==> config.mk <==
export PLATFORM = sky130hd
export DESIGN_NAME = cpu_run_monitor
export DESIGN_NICKNAME = d
export VERILOG_FILES = /design/src/rtl/cpu_run_monitor_pkg.sv /design/src/rtl/cpu_run_monitor_stall.sv /design/src/rtl/cpu_run_monitor.sv
export SDC_FILE = /design/constraint.sdc
export NUM_CORES = 1
export LEC_CHECK = 0
export ABC_AREA = 1
export CELL_PAD_IN_SITES_DETAIL_PLACEMENT = 1
export CELL_PAD_IN_SITES_GLOBAL_PLACEMENT = 1
export CORE_MARGIN = 2
export CORE_UTILIZATION = 38
export CTS_CLUSTER_SIZE = 24
export DETAILED_ROUTE_END_ITERATION = 8
export GPL_ROUTABILITY_DRIVEN = 0
export HOLD_SLACK_MARGIN = 0.08
export PLACE_DENSITY_LB_ADDON = 0.1
export SYNTH_ARGS = -nofsm -noshare
export SYNTH_HDL_FRONTEND = slang
export SYNTH_SLANG_ARGS = --single-unit
==> constraint.sdc <==
create_clock -name clk -period 7.2 [get_ports clk]
set_input_delay 1.08 -clock clk [delete_from_list [all_inputs] [get_ports clk]]
set_output_delay 1.08 -clock clk [all_outputs]
set_load 0.02 [all_outputs]
==> src/rtl/cpu_run_monitor_pkg.sv <==
// Shared encodings for the core run monitor: status/state codes, tohost default and pass code.
package cpu_run_monitor_pkg;

    typedef enum logic [2:0] {
        ST_IDLE    = 3'd0,
        ST_RESET   = 3'd1,
        ST_RUN     = 3'd2,
        ST_PASS    = 3'd3,
        ST_FAIL    = 3'd4,
        ST_TIMEOUT = 3'd5,
        ST_HANG    = 3'd6
    } run_state_e;

    localparam logic [31:0] TOHOST_DEFAULT = 32'h0000_03FC;
    localparam logic [31:0] PASS_CODE      = 32'd1;

    function automatic logic is_terminal(input run_state_e s);
        return (s == ST_PASS) || (s == ST_FAIL) || (s == ST_TIMEOUT) || (s == ST_HANG);
    endfunction

endpackage

==> src/rtl/cpu_run_monitor_stall.sv <==
// Tracks the previous PC during RUN; flags retirements and a PC that stays put for STALL_LIMIT cycles.
module cpu_run_monitor_stall #(
    parameter int XLEN        = 32,
    parameter int STALL_LIMIT = 16
) (
    input  logic            clk,
    input  logic            rst,
    input  logic            clr,
    input  logic            en,
    input  logic [XLEN-1:0] pc,
    output logic            retire,
    output logic            hang
);

    localparam int SW = $clog2(STALL_LIMIT);

    logic [XLEN-1:0] prev_pc;
    logic            has_prev;
    logic [SW-1:0]   stall_cnt;
    logic            same;

    // the first RUN cycle has nothing to compare against, so it is neither a stall nor a retire
    assign same   = has_prev && (pc == prev_pc);
    assign retire = en && has_prev && (pc != prev_pc);
    assign hang   = en && same && (stall_cnt == SW'(STALL_LIMIT - 2));

    always_ff @(posedge clk or posedge rst) begin
        if (rst) begin
            prev_pc   <= '0;
            has_prev  <= 1'b0;
            stall_cnt <= '0;
        end else if (clr) begin
            has_prev  <= 1'b0;
            stall_cnt <= '0;
        end else if (en) begin
            prev_pc  <= pc;
            has_prev <= 1'b1;
            if (same)
                stall_cnt <= (stall_cnt == '1) ? stall_cnt : stall_cnt + 1'b1;
            else
                stall_cnt <= '0;
        end
    end

endmodule

==> src/rtl/cpu_run_monitor.sv <==
// Run controller for the single-cycle core: core reset sequencing, cycle budget, tohost and hang detection.
// state | meaning: IDLE wait start; RESET core held; RUN core executing; PASS/FAIL/TIMEOUT/HANG terminal
module cpu_run_monitor
    import cpu_run_monitor_pkg::*;
#(
    parameter int              XLEN        = 32,
    parameter int              RST_CYCLES  = 4,
    parameter int              MAX_CYCLES  = 210,
    parameter int              STALL_LIMIT = 16,
    parameter logic [XLEN-1:0] TOHOST_ADDR = XLEN'(TOHOST_DEFAULT),
    parameter int              CNT_W       = 32
) (
    input  logic             clk,
    input  logic             rst,
    input  logic             start,
    output logic             core_rst_n,
    input  logic [XLEN-1:0]  pc,
    input  logic             mem_we,
    input  logic [XLEN-1:0]  mem_addr,
    input  logic [XLEN-1:0]  mem_wdata,
    output logic             busy,
    output logic             done,
    output logic [2:0]       status,
    output logic [XLEN-1:0]  exit_code,
    output logic [CNT_W-1:0] cycles,
    output logic [CNT_W-1:0] retired
);

    localparam int RST_W = (RST_CYCLES > 1) ? $clog2(RST_CYCLES) : 1;

    run_state_e       state, state_nx;
    logic [RST_W-1:0] rst_cnt;
    logic             run, launch, tohost_hit, budget_done, retire, hang;

    function automatic logic [CNT_W-1:0] sat_inc(input logic [CNT_W-1:0] v);
        return (v == '1) ? v : v + 1'b1;
    endfunction

    assign run         = (state == ST_RUN);
    assign launch      = start && (state != ST_RESET) && (state != ST_RUN);
    assign tohost_hit  = run && mem_we && (mem_addr == TOHOST_ADDR);
    assign budget_done = run && (cycles == CNT_W'(MAX_CYCLES - 1));
    assign status      = state;

    cpu_run_monitor_stall #(
        .XLEN        (XLEN),
        .STALL_LIMIT (STALL_LIMIT)
    ) u_stall (
        .clk    (clk),
        .rst    (rst),
        .clr    (launch),
        .en     (run),
        .pc     (pc),
        .retire (retire),
        .hang   (hang)
    );

    always_ff @(posedge clk or posedge rst) begin
        if (rst) state <= ST_IDLE;
        else     state <= state_nx;
    end

    always_comb begin
        state_nx = state;
        case (state)
            ST_IDLE:  if (start) state_nx = ST_RESET;
            ST_RESET: if (rst_cnt == '0) state_nx = ST_RUN;
            ST_RUN: begin
                if (tohost_hit)
                    state_nx = (mem_wdata == XLEN'(PASS_CODE)) ? ST_PASS : ST_FAIL;
                else if (budget_done)
                    state_nx = ST_TIMEOUT;
                else if (hang)
                    state_nx = ST_HANG;
            end
            default:  if (start) state_nx = ST_RESET;
        endcase
    end

    always_ff @(posedge clk or posedge rst) begin
        if (rst)
            rst_cnt <= '0;
        else if (launch)
            rst_cnt <= RST_W'(RST_CYCLES - 1);
        else if ((state == ST_RESET) && (rst_cnt != '0))
            rst_cnt <= rst_cnt - 1'b1;
    end

    // the terminating edge still counts, so a run ending on cycle N reports N
    always_ff @(posedge clk or posedge rst) begin
        if (rst) begin
            cycles  <= '0;
            retired <= '0;
        end else if (launch) begin
            cycles  <= '0;
            retired <= '0;
        end else if (run) begin
            cycles <= sat_inc(cycles);
            if (retire) retired <= sat_inc(retired);
        end
    end

    always_ff @(posedge clk or posedge rst) begin
        if (rst)             exit_code <= '0;
        else if (launch)     exit_code <= '0;
        else if (tohost_hit) exit_code <= mem_wdata;
    end

    always_ff @(posedge clk or posedge rst) begin
        if (rst) begin
            core_rst_n <= 1'b0;
            busy       <= 1'b0;
            done       <= 1'b0;
        end else begin
            core_rst_n <= (state_nx == ST_RUN);
            busy       <= (state_nx == ST_RESET) || (state_nx == ST_RUN);
            done       <= is_terminal(state_nx);
        end
    end

endmodule
==> results of run 1 <==
[critical path: cells and delay by family]
family	cells	cell delay, ps
xor gates and xnor gates	1	140
AOI/OAI and AO/OA	2	910
buffers and inverters	1	490
and+or+nand+nor	6	1000
[layout by cell type (no fill, tap or decap), types with 3 or more instances in the layout]
cell type        instances
nor4_1                   7
a21oi_1                 12
nand4_1                 37
or2_2                   11
clkinv_2                 5
nand2_1                365
nor2_2                   3
clkbuf_16               17
ha_1                     6
clkdlybuf4s50_1        201
xor2_1                  24
nand3b_1                 5
dfrtp_1                141
inv_6                    3
nor3_1                  33
inv_1                  104
nor2_4                   3
nor3b_1                  3
nand2_2                  3
o21ai_0                 49
nor2_1                 138
o31ai_1                 26
buf_4                    6
xnor2_1                 25
clkinvlp_4               5
inv_2                    3
nand3_1                 86
[area by class of cell]
cell class | instances | area (um2)
clock buffer | 18 | 439
clock inverter | 14 | 119
fill | 2652 | 10100
inverter | 109 | 414
multi-input combinational | 857 | 4140
sequential | 141 | 3530
tap | 275 | 344
timing repair buffer | 207 | 2060
[worst paths after layout]
path / cells past startpoint / endpoint
max: 10 / retired[18]
max in group asynchronous: 3 / u_stall.prev_pc[4]
min: 2 / exit_code[0]
min reg2reg: 2 / exit_code[0]
min in group asynchronous: 2 / cycles[20]
max reg2reg: 15 / done
[per-layer routing]
metal  global-route usage [%]  up-vias  part of all wire [%]
met5                        0        -                     0
met4                     5.05        0                  0.79
met3                     6.96       16                   6.1
met2                     41.5      168                    49
met1                     30.3     4094                    44
li1                         -     4082                     -
[sequential cells by signal (all words and copies together) (netlist names)]
name,count
rst_cnt,2
u_stall.has_prev,1
u_stall.stall_cnt,4
done,1
busy,1
exit_code,32
status,3
core_rst_n,1
retired,32
u_stall.prev_pc,32
cycles,32
[through the flow]
step                cells  hold WS, ps  area (um2)
floorplan            1141          464        8230
global placement     1589          482       10500
detailed placement   1589          486       10500
CTS                  1621          504       11000
global route         1621          529       11000
finish               1621          500       11000
[power breakdown]
group | switching [mW] | internal (mW) | leakage (nW)
Combinational | 0.495 | 0.299 | 2.60
Clock | 0.361 | 0.483 | 0.264
Sequential | 0.121 | 0.929 | 1.89
[cell families (layout without fill, tap and decap cells)]
kind of cell,after synthesis,in the layout,synth area share (%)
compound gates,104,104,7.77
xor+xnor,49,49,5.22
fa+ha+maj,6,6,0.913
buf+inv,143,348,6.89
flops,141,141,42.9
simple gates,698,698,36.3
==> summary.md, run 1 <==
| Metric | Value |
|---|---|
| Final setup margin | `3900 ps` |
| ANT nets after route | `0` |
| Setup WS pre-CTS | `3500 ps` |
| Clock period minus worst slack | `3300 ps` |
| Tcrit/Tclk final | `45.9%` |
| Setup TNS | `0 ps` |
| First-pass GRT wire length | `43400 um` |
| Post-CTS setup buffers | `0` |
| Clock sink count | `141` |
| Initial Util | `38.9%` |
| Die X | `151 um` |
| Crit end category | `register` |
| Fmax | `303 MHz` |
| Clk Latency, worst-skew pair | `430 ps` |
| GRT Total Usage | `24.1%` |
| Inserted Clock Buffers | `17` |
| R2R Path Start | `status[0]` |
| Flops & latches, synth | `141` |
| Residual DRC | `0` |
| R2R setup slack | `4020 ps` |
| CP Launch Type | `primary input` |
| IO Count | `202` |
| Final Hold Viols | `0` |
| Crit-path most repeated cell | `nand2_1` |
| Synth unique cells | `41` |
| Post-synth EDFFs | `0` |
| Largest net degree at the start of global routing | `96` |
| Crit Path Max Fanout | `37` |
| FP Rows | `53` |
| Top-area cell type share of the netlist area | `42.9%` |
| Slowest stage delay, CP | `780 ps` |
| Slew Viols, Final | `0` |
| GRT overflow | `0` |
| Antenna Cells | `0` |
| CTS tree | `done` |
| Input/output buffers | `201` |
| CP required | `7520 ps` |
| DR vias/cell | `5.16` |
| Max-slew headroom | `39.4%` |
| Sequential element share of the synthesized area | `42.9%` |
| CTS root buffer | `clkbuf_16` |
| Via count of the routed design | `8360` |
| Commonest cells in the netlist | `365 x nand2_1, 141 x dfrtp_1, 139 x nor2_1, 105 x inv_1, 86 x nand3_1` |
| Async set-reset flop share out of synthesis | `100%` |
| Most used flip-flop cell after synthesis | `dfrtp_1` |
| Top-count cell post-synth | `nand2_1` |
| Tightest Pin Transition | `907 ps` |
| Syn_area_per_cell | `7.21 um2` |
| Core Util, Final | `52.2%` |
| Status | `complete, no violations` |
| Post-Synthesis Cells | `1141` |
| Die H | `151 um` |
| Setup Crit Path Kind | `in2reg` |
| Wirelength per Cell | `16.5 um` |
| Ys Warns | `0` |
| DPL Wire Length | `19800 um` |
| HP Class | `reg2reg` |
| Clock transition at path regs | `60 ps` |
| Vias in the first global route | `8593` |
| Detailed Route Iter0 Violations | `402` |
| Finish-stage setup viols | `0` |
| Critical-path top delay cell | `a21oi_4` |
| Layout cells sized above 1 | `5.05%` |
| CTS H-tree depth | `4` |
| Max-cap viol count | `0` |
| P&R area growth vs syn | `34.2%` |
| Fin nets | `1439` |
| Overall Power | `2.69 mW` |
| First-pass DRT Iterations | `5` |
| RSZ-0062 raised after global routing | `no` |
| Area of the core | `0.0212 mm2` |
| Post-Syn Nets | `1247` |
| Worst Skew | `13.0 ps` |
| CP arrival | `3630 ps` |
| Peak supply drop | `0.166 mV` |
| Hold-fix buffers, CTS | `0` |
| Crit. Startpoint | `pc[5]` |
| Pwr Density | `243 mW/mm2` |
| Biggest area consumer among synthesized cells | `dfrtp_1` |
| Post-cts repair resize count | `0` |
| Worst path cell trace | `clkdlybuf4s50_1 -> xnor2_1 -> nand2_1 -> nor2_1 -> nand2_1 -> nor2_1 -> nand2_1 -> a21oi_4 -> nand2_1 -> o21ai_0` |
| Max clock buf depth | `2` |
| Min-delay src | `exit_code[0]` |
| Post-Route WL | `26800 um` |
| Leak Pwr | `4.76 nW` |
| Top cells by area, synth | `dfrtp_1 43%, nand2_1 17%, nor2_1 6.3%` |
| Initial antenna violation count | `0` |
| Synth Cell Area | `0.00823 mm2` |
| Die area | `0.0228 mm2` |
No activity file was read; power rests on OpenSTA's default activity.
==> run 2: changes to the inputs <==
CORE_UTILIZATION = 32   (was 38)
clock period = 2.8 ns   (was 7.2 ns; I/O delays follow)
==> run 2 against run 1 <==
Compared with the run above: final area rose by 2.1%; global-route usage fell by 3.5 points; worst setup slack lost 3600 ps; sequential share of layout area down 0.66 points.
==> summary.md, run 2 (synthesis results as in run 1) <==
| Metric | Value |
|---|---|
| Status | `complete, no violations` |
| Leak Pwr | `4.85 nW` |
| Vias in the first global route | `8331` |
| IO Count | `202` |
| Clock sink count | `141` |
| FP Rows | `58` |
| Internal | `4.58 mW` |
| Die area | `0.0270 mm2` |
| Slew Viols, Final | `0` |
| Commonest non-fill, non-tap cells in the layout | `365 x nand2_1, 201 x clkdlybuf4s50_1, 141 x dfrtp_1` |
| Clk Latency, worst-skew pair | `430 ps` |
| Clock power share | `32.9%` |
| Post-cts repair resize count | `0` |
| Input/output buffers | `201` |
| CTS root buffer | `clkbuf_16` |
| Clock transition at path regs | `60 ps` |
| Final Hold Viols | `0` |
| Layout cells sized above 1 | `5.89%` |
| Antenna Cells | `0` |
| Final instance area | `0.0113 mm2` |
| Max-slew headroom | `66.5%` |
| Overall Power | `7.18 mW` |
| Hold-fix buffers, CTS | `0` |
| Setup Crit Path Kind | `reg2reg` |
| Max clock buf depth | `2` |
| Peak supply drop | `0.374 mV` |
| Hold_ws | `337 ps` |
| Die H | `164 um` |
| CP Launch Type | `register` |
| Residual DRC | `0` |
| Max-cap viol count | `0` |
| Die X | `164 um` |
| Finish-stage setup viols | `0` |
| GRT Total Usage | `20.6%` |
| Switching share of power | `36.2%` |
| Via count of the routed design | `8269` |
| ANT nets after route | `0` |
| Fin nets | `1451` |
| Crit Path Max Fanout | `10` |
| Inserted Clock Buffers | `17` |
| Post-Route WL | `27100 um` |
| CP arrival | `2870 ps` |
| CP required | `3160 ps` |
| Initial antenna violation count | `0` |
| Flop pwr share | `37.5%` |
| Fmax | `397 MHz` |
| Clock period minus worst slack | `2520 ps` |
| Combinational power share | `29.6%` |
| Detailed Route Iter0 Violations | `351` |
| NetSw | `2.60 mW` |
| First-pass DRT Iterations | `4` |
| Post-DP Area | `0.0107 mm2` |
| Crit end category | `register` |
| Tcrit/Tclk final | `89.9%` |
| Wirelength per Cell | `16.1 um` |
| Initial Util | `32.7%` |
| DPL Wire Length | `20600 um` |
| First-pass GRT wire length | `43900 um` |
| CTS H-tree depth | `4` |
| Leading cell type in the layout, fill and taps excluded | `nand2_1` |
| GRT overflow | `0` |
| P&R area growth vs syn | `37.0%` |
| Pwr Density | `637 mW/mm2` |
| HP Class | `in2async` |
| Largest net degree at the start of global routing | `82` |
| RSZ-0062 raised after global routing | `no` |
| Post-CTS setup buffers | `0` |
| Tightest Pin Transition | `498 ps` |
| CTS tree | `done` |
| Setup TNS | `0 ps` |
| Worst Skew | `10.9 ps` |
| Area of the core | `0.0252 mm2` |
| DR vias/cell | `4.90` |
| Worst R2R Path Depth | `13` |
run 2: critical path, cell delays in order (launching register included):
cell,delay [ps]
dfrtp_1,440
ha_1,230
nand2_1,130
nor2_1,230
nand2_1,130
nor2_1,300
nand2_1,90
nand2_1,340
nor2_1,180
nand3_1,120
nor2_1,70
nand2_1,60
nand2_1,50
nor2_1,80
run 2: per-layer routing:
| metal | global-route usage [%] | up-vias | wire length [um] |
|---|---|---|---|
| met2 | 33.3 | 172 | 12700 |
| met5 | 0 | - | 0 |
| met3 | 5.10 | 23 | 1380 |
| met4 | 5.42 | 0 | 378 |
| li1 | - | 4120 | - |
| met1 | 27.5 | 3954 | 12600 |
run 2: through the flow:
| stage | worst slack (ps) | instances | util, % |
|---|---|---|---|
| after CTS | 299 | 1688 | 44.8 |
| after detailed placement | 202 | 1656 | 42.4 |
| after global routing | 85.7 | 1688 | 44.8 |
| after floorplan | 617 | 1141 | - |
| final | 284 | 1688 | 44.8 |
| after global placement | 315 | 1656 | 42.4 |
run 2: final cells by class:
| type | instances | area [um2] |
|---|---|---|
| Tap cell | 330 | 413 |
| Inverter | 109 | 413 |
| Clock buffer | 18 | 439 |
| Fill cell | 3114 | 13900 |
| Timing Repair Buffer | 219 | 2180 |
| Multi-Input combinational cell | 857 | 4140 |
| Sequential cell | 141 | 3530 |
| Clock inverter | 14 | 158 |
run 2: worst paths after layout:
check                         startpoint                  end  slack [ps]
min reg2reg                exit_code[26]        exit_code[26]         500
max                            cycles[1]           cycles[12]         280
min in group clk           exit_code[26]        exit_code[26]         500
min                                  rst  u_stall.prev_pc[27]         340
max reg2reg                    cycles[1]           cycles[12]         280
max in group asynchronous            rst          retired[29]        1700
run 2: power groups by stage:
stage | registers (mW) | logic, mW | clock network [mW]
floorplan | 2.76 | 1.25 | 0
global placement | 2.72 | 2.10 | 0
detailed placement | 2.72 | 2.16 | 0
CTS | 2.69 | 2.17 | 2.44
global route | 2.74 | 2.41 | 2.50
finish | 2.69 | 2.13 | 2.36
